**src/rtl/edge_event_arbiter.sv**
```systemverilog
// edge_event_arbiter: XOR edge detectors on N level inputs set per-channel pending
// flags, which a round-robin IDLE/BUSY scheduler serves one at a time on a valid/ready port.
module edge_event_arbiter #(
    parameter int N    = 4,
    parameter int IDW  = 2,
    parameter int CNTW = 16
) (
    input  logic            clk_i,
    input  logic            rst_ni,
    input  logic [N-1:0]    in_i,
    input  logic            clr_ovf_i,
    input  logic            evt_ready_i,
    output logic            evt_valid_o,
    output logic [IDW-1:0]  evt_id_o,
    output logic            evt_level_o,
    output logic [N-1:0]    pending_o,
    output logic [N-1:0]    ovf_o,
    output logic [CNTW-1:0] evt_cnt_o
);
    typedef enum logic {S_IDLE = 1'b0, S_BUSY = 1'b1} state_e;

    state_e          state_q, state_d;
    logic [N-1:0]    in_dly_q;
    logic [N-1:0]    pending_q, pending_d;
    logic [N-1:0]    ovf_q, ovf_d;
    logic [IDW-1:0]  evt_id_q, evt_id_d;
    logic            evt_level_q, evt_level_d;
    logic [CNTW-1:0] evt_cnt_q, evt_cnt_d;
    logic [IDW-1:0]  rr_ptr_q, rr_ptr_d;

    logic [N-1:0]    edge_w;
    logic [N-1:0]    clr_w;
    logic [N-1:0]    ovf_set_w;
    logic            accept_w;
    logic            grant_found;
    logic [IDW-1:0]  grant_id;
    logic [IDW:0]    cand_sum;

    assign accept_w = (state_q == S_BUSY) && evt_ready_i;

    // An edge landing on the channel being accepted re-arms it instead of overflowing.
    for (genvar gi = 0; gi < N; gi++) begin : g_chan
        assign edge_w[gi]    = in_i[gi] ^ in_dly_q[gi];
        assign clr_w[gi]     = accept_w && (evt_id_q == IDW'(gi));
        assign ovf_set_w[gi] = edge_w[gi] && pending_q[gi] && !clr_w[gi];
        assign pending_d[gi] = (pending_q[gi] && !clr_w[gi]) || edge_w[gi];
        assign ovf_d[gi]     = ovf_set_w[gi] || (ovf_q[gi] && !clr_ovf_i);
    end

    // First pending channel at or after rr_ptr, wrapping modulo N.
    always_comb begin
        grant_found = 1'b0;
        grant_id    = '0;
        cand_sum    = '0;
        for (int k = 0; k < N; k++) begin
            cand_sum = {1'b0, rr_ptr_q} + (IDW+1)'(k);
            if (cand_sum >= (IDW+1)'(N)) begin
                cand_sum = cand_sum - (IDW+1)'(N);
            end
            if (!grant_found && pending_q[cand_sum[IDW-1:0]]) begin
                grant_found = 1'b1;
                grant_id    = cand_sum[IDW-1:0];
            end
        end
    end

    always_comb begin
        state_d     = state_q;
        evt_id_d    = evt_id_q;
        evt_level_d = evt_level_q;
        evt_cnt_d   = evt_cnt_q;
        rr_ptr_d    = rr_ptr_q;
        case (state_q)
            S_IDLE: begin
                if (grant_found) begin
                    state_d     = S_BUSY;
                    evt_id_d    = grant_id;
                    evt_level_d = in_i[grant_id];
                end
            end
            S_BUSY: begin
                if (evt_ready_i) begin
                    state_d   = S_IDLE;
                    evt_cnt_d = evt_cnt_q + CNTW'(1);
                    rr_ptr_d  = (evt_id_q == IDW'(N-1)) ? '0 : evt_id_q + IDW'(1);
                end
            end
            default: state_d = S_IDLE;
        endcase
    end

    always_ff @(posedge clk_i or negedge rst_ni) begin
        if (!rst_ni) begin
            state_q     <= S_IDLE;
            in_dly_q    <= '0;
            pending_q   <= '0;
            ovf_q       <= '0;
            evt_id_q    <= '0;
            evt_level_q <= 1'b0;
            evt_cnt_q   <= '0;
            rr_ptr_q    <= '0;
        end else begin
            state_q     <= state_d;
            in_dly_q    <= in_i;
            pending_q   <= pending_d;
            ovf_q       <= ovf_d;
            evt_id_q    <= evt_id_d;
            evt_level_q <= evt_level_d;
            evt_cnt_q   <= evt_cnt_d;
            rr_ptr_q    <= rr_ptr_d;
        end
    end

    assign evt_valid_o = (state_q == S_BUSY);
    assign evt_id_o    = evt_id_q;
    assign evt_level_o = evt_level_q;
    assign pending_o   = pending_q;
    assign ovf_o       = ovf_q;
    assign evt_cnt_o   = evt_cnt_q;

endmodule
```
**config.mk**
```make
export PLATFORM = sky130hd
export DESIGN_NAME = edge_event_arbiter
export DESIGN_NICKNAME = d
export VERILOG_FILES = /design/src/rtl/edge_event_arbiter.sv
export SDC_FILE = /design/constraint.sdc
export NUM_CORES = 1
export LEC_CHECK = 0
export ABC_AREA = 1
export CORE_MARGIN = 2
export CORE_UTILIZATION = 45
export DETAILED_ROUTE_END_ITERATION = 16
export DONT_BUFFER_PORTS = 1
export PLACE_DENSITY = 0.62
export SLEW_MARGIN = 15
export SYNTH_ARGS = -nofsm -noshare
export SYNTH_HDL_FRONTEND = slang
export SYNTH_SLANG_ARGS = --single-unit
```
**constraint.sdc**
```tcl
create_clock -name clk_i -period 1.5 [get_ports clk_i]
set_input_delay 0.3 -clock clk_i [delete_from_list [all_inputs] [get_ports clk_i]]
set_output_delay 0.3 -clock clk_i [all_outputs]
set_load 0.02 [all_outputs]
```
Yosys cells after proc, flatten, opt, wreduce, memory -nomap -nowiden
Cells that the tools add are included.
Widths: inputs -> output; s select.
{ "word_totals": {"ff_bits": 34, "output_inout_bits": 28, "wordCells": 103} }
{ "op_classes": {"addsub": 9, "n_lt_le_gt_ge": 9, "eq_ne": 3, "muxes": 26, "n_bitwise": 5, "n_reduce_logical": 43} }
{ "ops": {"columns": ["cell", "n"], "rows": [
  ["$logic_and 1x1->1", 24],
  ["$mux 2", 9],
  ["$add 16x1->16 const B", 1],
  ["$lt 2x3->1 const B", 5],
  ["$mux 1", 11],
  ["$bmux 1 s2", 5],
  ["$ge 3x3->1 const B", 3],
  ["$logic_not 1->1", 8],
  ["$logic_or 1x1->1", 8],
  ["$sub 2x1->2 const B", 4],
  ["$add 2x2->3 const B", 2],
  ["$eq 2x2->1 const B", 2],
  ["$reduce_and 2->1", 2],
  ["$xor 1x1->1", 4],
  ["$add 2x1->3 const B", 1],
  ["$ge 2x3->1 const B", 1],
  ["$add 2x1->2 const B", 1],
  ["$eq 2x1->1 const B", 1],
  ["$logic_not 2->1", 1],
  ["$pmux 1 s2", 1],
  ["$not 1->1", 1]
]} }

Logic depth before layout (Yosys ltp)
Gate-level depths: netlist of run 1.
{ "logic_depth": {"word_depth": 16, "ltp_mapped": 14, "mapped_depth_nobuf": 14} }

Worst setup path before layout of run 1
No wires, ideal clock.
{ "synth_timing": {"path_type": "reg2reg", "startpoint": "register evt_cnt_q[0] (netlist: evt_cnt_o[0])", "endpoint": "register evt_cnt_q[14] (netlist: evt_cnt_o[14])", "setup_time_ps": 123, "arrival_time_ps": 1553, "t_required_ps": 1377, "setup_slack_ps": -176, "stages_incl_launch_ff": 9, "path_buffers": 0, "synth_period_minus_slack_ps": 1676, "cell_sequence": "dfrtp_1 -> ha_1 -> nand2_4 -> nor2_4 -> nand2_2 -> nor3_2 -> and3_2 -> nand3b_1 -> xor2_1"} }
{ "synth_via": {"elab_chain_cells": 1} }
{ "synth_lines": {"columns": ["element", "line", "source"], "rows": [
  ["start, declared", "28", "logic [CNTW-1:0] evt_cnt_q, evt_cnt_d;"],
  ["start signal, assigned", "109", "evt_cnt_q <= evt_cnt_d;"],
  ["$add 16x1->16", "84", "evt_cnt_d = evt_cnt_q + CNTW'(1);"]
]} }
Every way passes these cells.
A chain may end at the register's enable or synchronous reset.

Worst setup path in the final report of run 1
{ "layout_timing": {"startpoint": "register rr_ptr_q[0]", "endpoint": "register evt_level_q (netlist: evt_level_o)"} }
{ "layout_via": {"elab_chain_cells": 16} }
{ "layout_lines": {"columns": ["element", "line", "source"], "rows": [
  ["start, declared", "29", "logic [IDW-1:0] rr_ptr_q, rr_ptr_d;"],
  ["start signal, assigned", "110", "rr_ptr_q <= rr_ptr_d;"],
  ["parallel branches: the longest is 16 deep, another holds $add 2x1->3", null, null],
  ["end signal, assigned", "108", "evt_level_q <= evt_level_d;"],
  ["end, declared", "27", "logic evt_level_q, evt_level_d;"]
]} }
Several ways; the timed one is not identified. The select of a mux whose other input is x is not followed.

==> impl_metrics.toml, run 1 <==
[detailed_routing]
antenna_left = 0
viasPerCell = 5.000
wl_per_cell_um = 13.76
drc = 0
initialDrtViolationCount = 50
first_pass_iters = 4
drt-total-wl_um = 4210
vias = 1530

[power_and_ir_drop]
power_density_nw_per_um2 = 1943
p_total_mw = 4.900
p_leak_nw = 1.293
vdd_ir_drop_max_mv = 1.025

[clocking]
cts-htree-levels = 2
clk_latency_ns = 0.28
cts-root-buf = "clkbuf_8"
clockBufferDepth = 2
cts_tree = "done"
path_clk_slew_ns = 0.07
numCtsBuffers = 5
cts_num_sinks = 34

[die]
io_pins = 36
dieArea_sq_um = 4621
rows = 23
fp.dieH_um = 67.98
floorplan.initialDensity_pct = 46.38
die_width_um = 67.98
fp.coreArea_sq_um = 3971

[outcome]
outcome = "complete, but fails checks"
violations = "negative setup slack"

[worst_setup_path]
end_kind = "flop"
cp_common_cell = "nand2_1"
path_cells = "inv_4 -> buf_6 -> nand2_2 -> nand2_2 -> nand2_2 -> nand2_4 -> nor2_2 -> nor2_2 -> nand2_4 -> nand2_4 -> nand2_1 -> nand3_1 -> nand2_1 -> nand2_1 -> nand2_1"
worstSetupStartpointType = "flop"
critPathMaxStageDelay_ns = 0.46
worstPathArrival_ns = 1.84
critPathKind = "flop to flop"
required_ns = 1.67
crit_path_max_fanout = 6
worst_path_max_delay_cell = "dfrtp_2"

[final_layout]
seq_area_sq_um = 858.3
syn_to_final_growth_pct = 36.96
multi_input_area_sq_um = 1007
antenna_cells = 0
final_core_util_pct = 63.52
nNetsFinal = 268
nFillCells = 349
drive_gt1_share_pct = 44.14
final_common_cell = "nand2_1"
layout_common_cells = "nand2_1 (42), buf_4 (39), dfrtp_1 (28)"

[timing]
tightest_slew_ns = 0.3210
worst_slack_ns = -0.1683
fin_skew_ns = 0.005549
fin_hold_ws_ns = 0.04248
maxSlewViolCount = 0
fmax_mhz = 599.4
setup-violations-final = 3
grt_setup_unrepaired = "true"
worst_slew_margin_rel_pct = 78.38
fin_crit_sh_pct = 111.2
period_needed_ns = 1.668
finalHoldViolations = 0

[place]
io_buffers = 0
place_hpwl_um = 2921
place_congestion = 0.8321
post-place-ws_ns = -0.09044

[global_routing]
grt_usage_pct = 18.10
grt_pass1_wl_um = 6299
grt_max_degree = 35
antenna_found_initial = 0
grt_pass1_vias = 1431
overflow = 0

[synthesis]
syn_nets = 216
ys_seq_elements = 34
synth_warnings = 0
synthCells = 203
syn_area_sq_um = 1842
seq_area_frac_synth_pct = 46.20
synth_area_per_cell_sq_um = 9.073
synth.distinct_cells = 29

[min_path]
holdCritPathClass = "input pin to flop"

[run]
drv_cap = 0
==> final timing paths <==
| check | start | to | slack [ns] | cells past startpoint |
|---|---|---|---|---|
| max | rr_ptr_q[0] | evt_level_o | -0.17 | 15 |
| min | in_i[2] | in_dly_q[2] | 0.04 | 0 |
| max reg2reg | rr_ptr_q[0] | evt_level_o | -0.17 | 15 |
| min reg2reg | in_dly_q[0] | pending_o[0] | 0.51 | 2 |
| max in group asynchronous | rst_ni | evt_cnt_o[1] | 0.85 | 2 |
| min in group asynchronous | rst_ni | ovf_o[0] | 0.46 | 2 |
==> layout make-up <==
| type | count | share of cell area (%) |
|---|---|---|
| clock inverters | 2 | 0.4960 |
| flip-flops and latches | 34 | 34.03 |
| repair buffers | 46 | 15.03 |
| inverters | 30 | 4.762 |
| multi-input cells | 138 | 39.93 |
| well taps | 50 | 2.480 |
| clock buffers | 6 | 3.274 |
==> registers in the layout, summed over array words and instances, names as in the netlist <==
signal	flops
rr_ptr_q	2
ovf_o	4
evt_valid_o	1
pending_o	4
evt_cnt_o	16
evt_level_o	1
evt_id_o	2
in_dly_q	4
==> synth_stat cells (all sizes together) <==
cell type	count	share of area, %
nor3b	1	0.41
nand2	72	18
nand3b	2	0.81
and3	1	0.41
inv	30	6.2
nand3	14	5.2
buf	1	0.41
o22ai	4	1.4
xnor2	10	4.8
ha	5	3.4
nor3	1	0.54
dfrtp	34	46
nor4	1	1.2
nor2	8	3.1
xor2	9	4.3
nand4	2	1.5
o21ai	7	2.1
a21oi	1	0.27
==> power breakdown <==
part	total (mW)	switching (mW)	internal, mW
sequential	1.45	0.308	1.15
clock	0.689	0.321	0.368
combinational	2.76	1.58	1.18
total	4.90	2.20	2.70
==> per-stage QoR <==
stage	std cells	area, sq um	TNS, ns
floorplan	203	1867	-0.04321
global placement	283	2155	-0.02832
detailed placement	283	2155	-0.09044
CTS	296	2310	-0.09480
global route	306	2522	-0.8673
finish	306	2522	-0.3668
==> logic make-up (layout without fill, tap and decap cells) <==
logic type      after synthesis  after routing  synth area share [%]
simple gates                102            102                 30.98
flops                        34             34                 46.20
buf+inv                      31             84                 6.658
xor+xnor                     19             19                 9.035
compound gates               12             12                 3.736
fa+ha+maj                     5              5                 3.397
==> critical path, delay by kind of cell (launching register included) <==
family / cells / cell delay (ns)
flip-flops: 1 / 0.46
buffers and inverters: 2 / 0.23
AND/OR/NAND/NOR: 13 / 0.88
==> metal layers <==
layer | part of all wire (%) | routed length (um) | GRT usage [%]
met5 | 0 | 0 | 0
met4 | 3.1 | 131 | 6.500
met3 | 4.8 | 202 | 5.428
met2 | 54 | 2282 | 30.34
met1 | 38 | 1593 | 22.00
==> what timing repair did <==
action / in CTS / in global routing
hold buffers: 2 / 0
endpoints found under the hold margin: 34 / 0
setup endpoints to repair: 3 / 11
setup buffers: 3 / 9
cloned: 0 / 1
pin swaps: 4 / 7
gates resized for setup: 3 / 45
(Power assumes the default switching activity.)
==> inputs of run 2 (changes only) <==
Settings changed: CTS_CLUSTER_DIAMETER set to 60, SLEW_MARGIN 15 to 20.
==> results of run 2 <==
Same layout as run 1: the final DEF is identical, and so are final timing and power.
==> inputs of run 3 (changes only) <==
Settings changed: CTS_CLUSTER_SIZE set to 24, PLACE_DENSITY 0.62 to 0.6.
Clock period 1.5 ns to 1.9 ns, I/O delays scaled along.
==> run 3 against run 2 <==
  * The run now ends clean
  * Critical path depth fell by 1
  * Sequential share of layout area is 7.0 points higher
  * Clock-buffer cell count unchanged
  * Clock power decreased by 20%
  * Setup slack improved by 0.35 ns
  * Non-clock buffer count decreased by 37
  * Combinational power fell by 50%
  * Flip-flop and latch count is the same
  * Register-to-register slack better by 0.35 ns
  * Global-route usage shrank 0.54 points
  * Critical endpoint unchanged
==> impl_metrics.toml, run 3 (synthesis gave the netlist of run 1 again) <==
[worst_setup_path]
end_kind = "flop"
r2r_end = "evt_level_o"
critPathTopFamily = "simple AND/OR/NAND/NOR gates"
rr_worst_depth = 14
required_ns = 2.08
critPathBufInv = 1
critPathKind = "flop to flop"
cp_common_cell = "nand2_1"
crit_path_max_fanout = 9
worstSetupStartpointType = "flop"
path_cells = "inv_2 -> nand2_1 -> nand2_4 -> nand2_1 -> nand2_1 -> nor2_1 -> nor2_1 -> nand2_2 -> nand2_2 -> nand2_1 -> nand3_1 -> nand2_1 -> nand2_1 -> nand2_1"
worst-r2r-setup-slack_ns = 0.18
worstReg2RegStart = "rr_ptr_q[0]"
worst_path_max_delay_cell = "dfrtp_1"
worstPathArrival_ns = 1.89
critPathMaxStageDelay_ns = 0.47

[min_path]
min-delay-start = "in_i[1]"
holdCritPathClass = "input pin to flop"
min_to = "in_dly_q[1]"
hold_depth = 0

[timing]
maxSlewViolCount = 0
grt_setup_unrepaired = "false"
fin_skew_ns = 0.004651
tns_ns = 0
fmax_mhz = 582.8
setup-violations-final = 0
tightest_slew_ns = 0.3371
fin_crit_sh_pct = 90.32
finalHoldViolations = 0
period_needed_ns = 1.716
worst_slew_margin_rel_pct = 77.53

[clocking]
cts_num_sinks = 34
path_clk_slew_ns = 0.07
cts-htree-levels = 2
cts-root-buf = "clkbuf_8"
clk_latency_ns = 0.28
numCtsBuffers = 5
clockBufferDepth = 2
cts_tree = "done"

[run]
drv_cap = 0

[final_layout]
layout_common_cells = "nand2_1 (58), dfrtp_1 (34), inv_1 (26)"
final_area_sq_um = 2074
multi_input_area_sq_um = 868.3
seq_area_sq_um = 850.8
nNetsFinal = 231
largest_reg_flops = 16
syn_to_final_growth_pct = 12.64
final_common_cell = "nand2_1"
nFillCells = 369
antenna_cells = 0
drive_gt1_share_pct = 21.46

[die]
rows = 23
fp.dieH_um = 67.98
floorplan.initialDensity_pct = 46.38
fp.coreArea_sq_um = 3971
dieArea_sq_um = 4621
die_width_um = 67.98
io_pins = 36

[place]
place_hpwl_um = 2792
io_buffers = 0
place_congestion = 0.8126
place_area_sq_um = 1949

[global_routing]
overflow = 0
grt_usage_pct = 17.56
grt_pass1_wl_um = 5844
antenna_found_initial = 0
grt_max_degree = 35
grt_pass1_vias = 1326

[outcome]
outcome = "finished, final reports clean"

[detailed_routing]
wl_per_cell_um = 13.30
drt-total-wl_um = 3577
antenna_left = 0
drc = 0
first_pass_iters = 4
viasPerCell = 5.063
initialDrtViolationCount = 140
vias = 1362

[power_and_ir_drop]
vdd_ir_drop_max_mv = 0.7506
power_density_nw_per_um2 = 1503
p_total_mw = 3.117
p_leak_nw = 1.099
-- run 3: cell count changes in the layout (fill, tap and decap cells not counted), sizes merged --
cell	delta
buf	-37
-- run 3: layout make-up --
cell class	instances	share of cell area, %
Clock buffer	6	3.981
Clock inverter	2	0.6031
Inverter	30	5.549
Multi-Input combinational cell	138	41.86
Sequential cell	34	41.01
Tap cell	50	3.016
Timing Repair Buffer	9	3.981
-- run 3: repair_timing --
action | in CTS | in global routing
hold endpoints to repair | 34 | 0
gates resized for setup | 0 | 0
buffers inserted | 0 | 0
hold buffers | 2 | 0
setup endpoints to repair | 0 | 0
-- run 3: worst max path at each step --
stage	endpoint	depth (start not counted)	slack, ns	start
2_1_floorplan	evt_cnt_o[14]	8	0.22	evt_cnt_o[0]
3_3_place_gp	evt_level_o	13	0.29	pending_o[3]
3_5_place_dp	evt_level_o	13	0.21	pending_o[3]
4_1_cts	evt_level_o	14	0.20	rr_ptr_q[0]
5_1_grt	evt_level_o	13	0.01	pending_o[2]
6_report	evt_level_o	14	0.18	rr_ptr_q[0]
-- run 3: where the power goes --
part           total [mW]  internal (mW)  switching [mW]
sequential           1.19          0.893           0.301
combinational        1.38          0.494           0.882
clock               0.548          0.291           0.258
-- run 3: worst reg2reg max path, cell delays in order, from the launching register on --
cell and delay (ns):
dfrtp_1 0.47, inv_2 0.16, nand2_1 0.11, nand2_4 0.11, nand2_1 0.05, nand2_1 0.10
nor2_1 0.05, nor2_1 0.11, nand2_2 0.09, nand2_2 0.08, nand2_1 0.06, nand3_1 0.07
nand2_1 0.05, nand2_1 0.05, nand2_1 0.04
-- run 3: routing by layer --
metal,up-vias,GRT usage [%],wire [um]
met1,648,20.59,1483
met4,0,8.500,97
met3,10,6.743,261
met2,44,28.16,1734
met5,-,0,0
li1,660,-,-
-- run 3: per-stage QoR --
step | setup WS, ns | cells | hold slack (ns) | util (%)
5_1_grt | 0.01296 | 269 | 0.09372 | 52.24
3_3_place_gp | 0.2863 | 259 | 0.08509 | 49.09
2_1_floorplan | 0.2245 | 203 | 0.08441 | -
3_5_place_dp | 0.2111 | 259 | 0.08537 | 49.09
6_report | 0.1840 | 269 | 0.1191 | 52.24
4_1_cts | 0.1984 | 269 | 0.1073 | 52.24
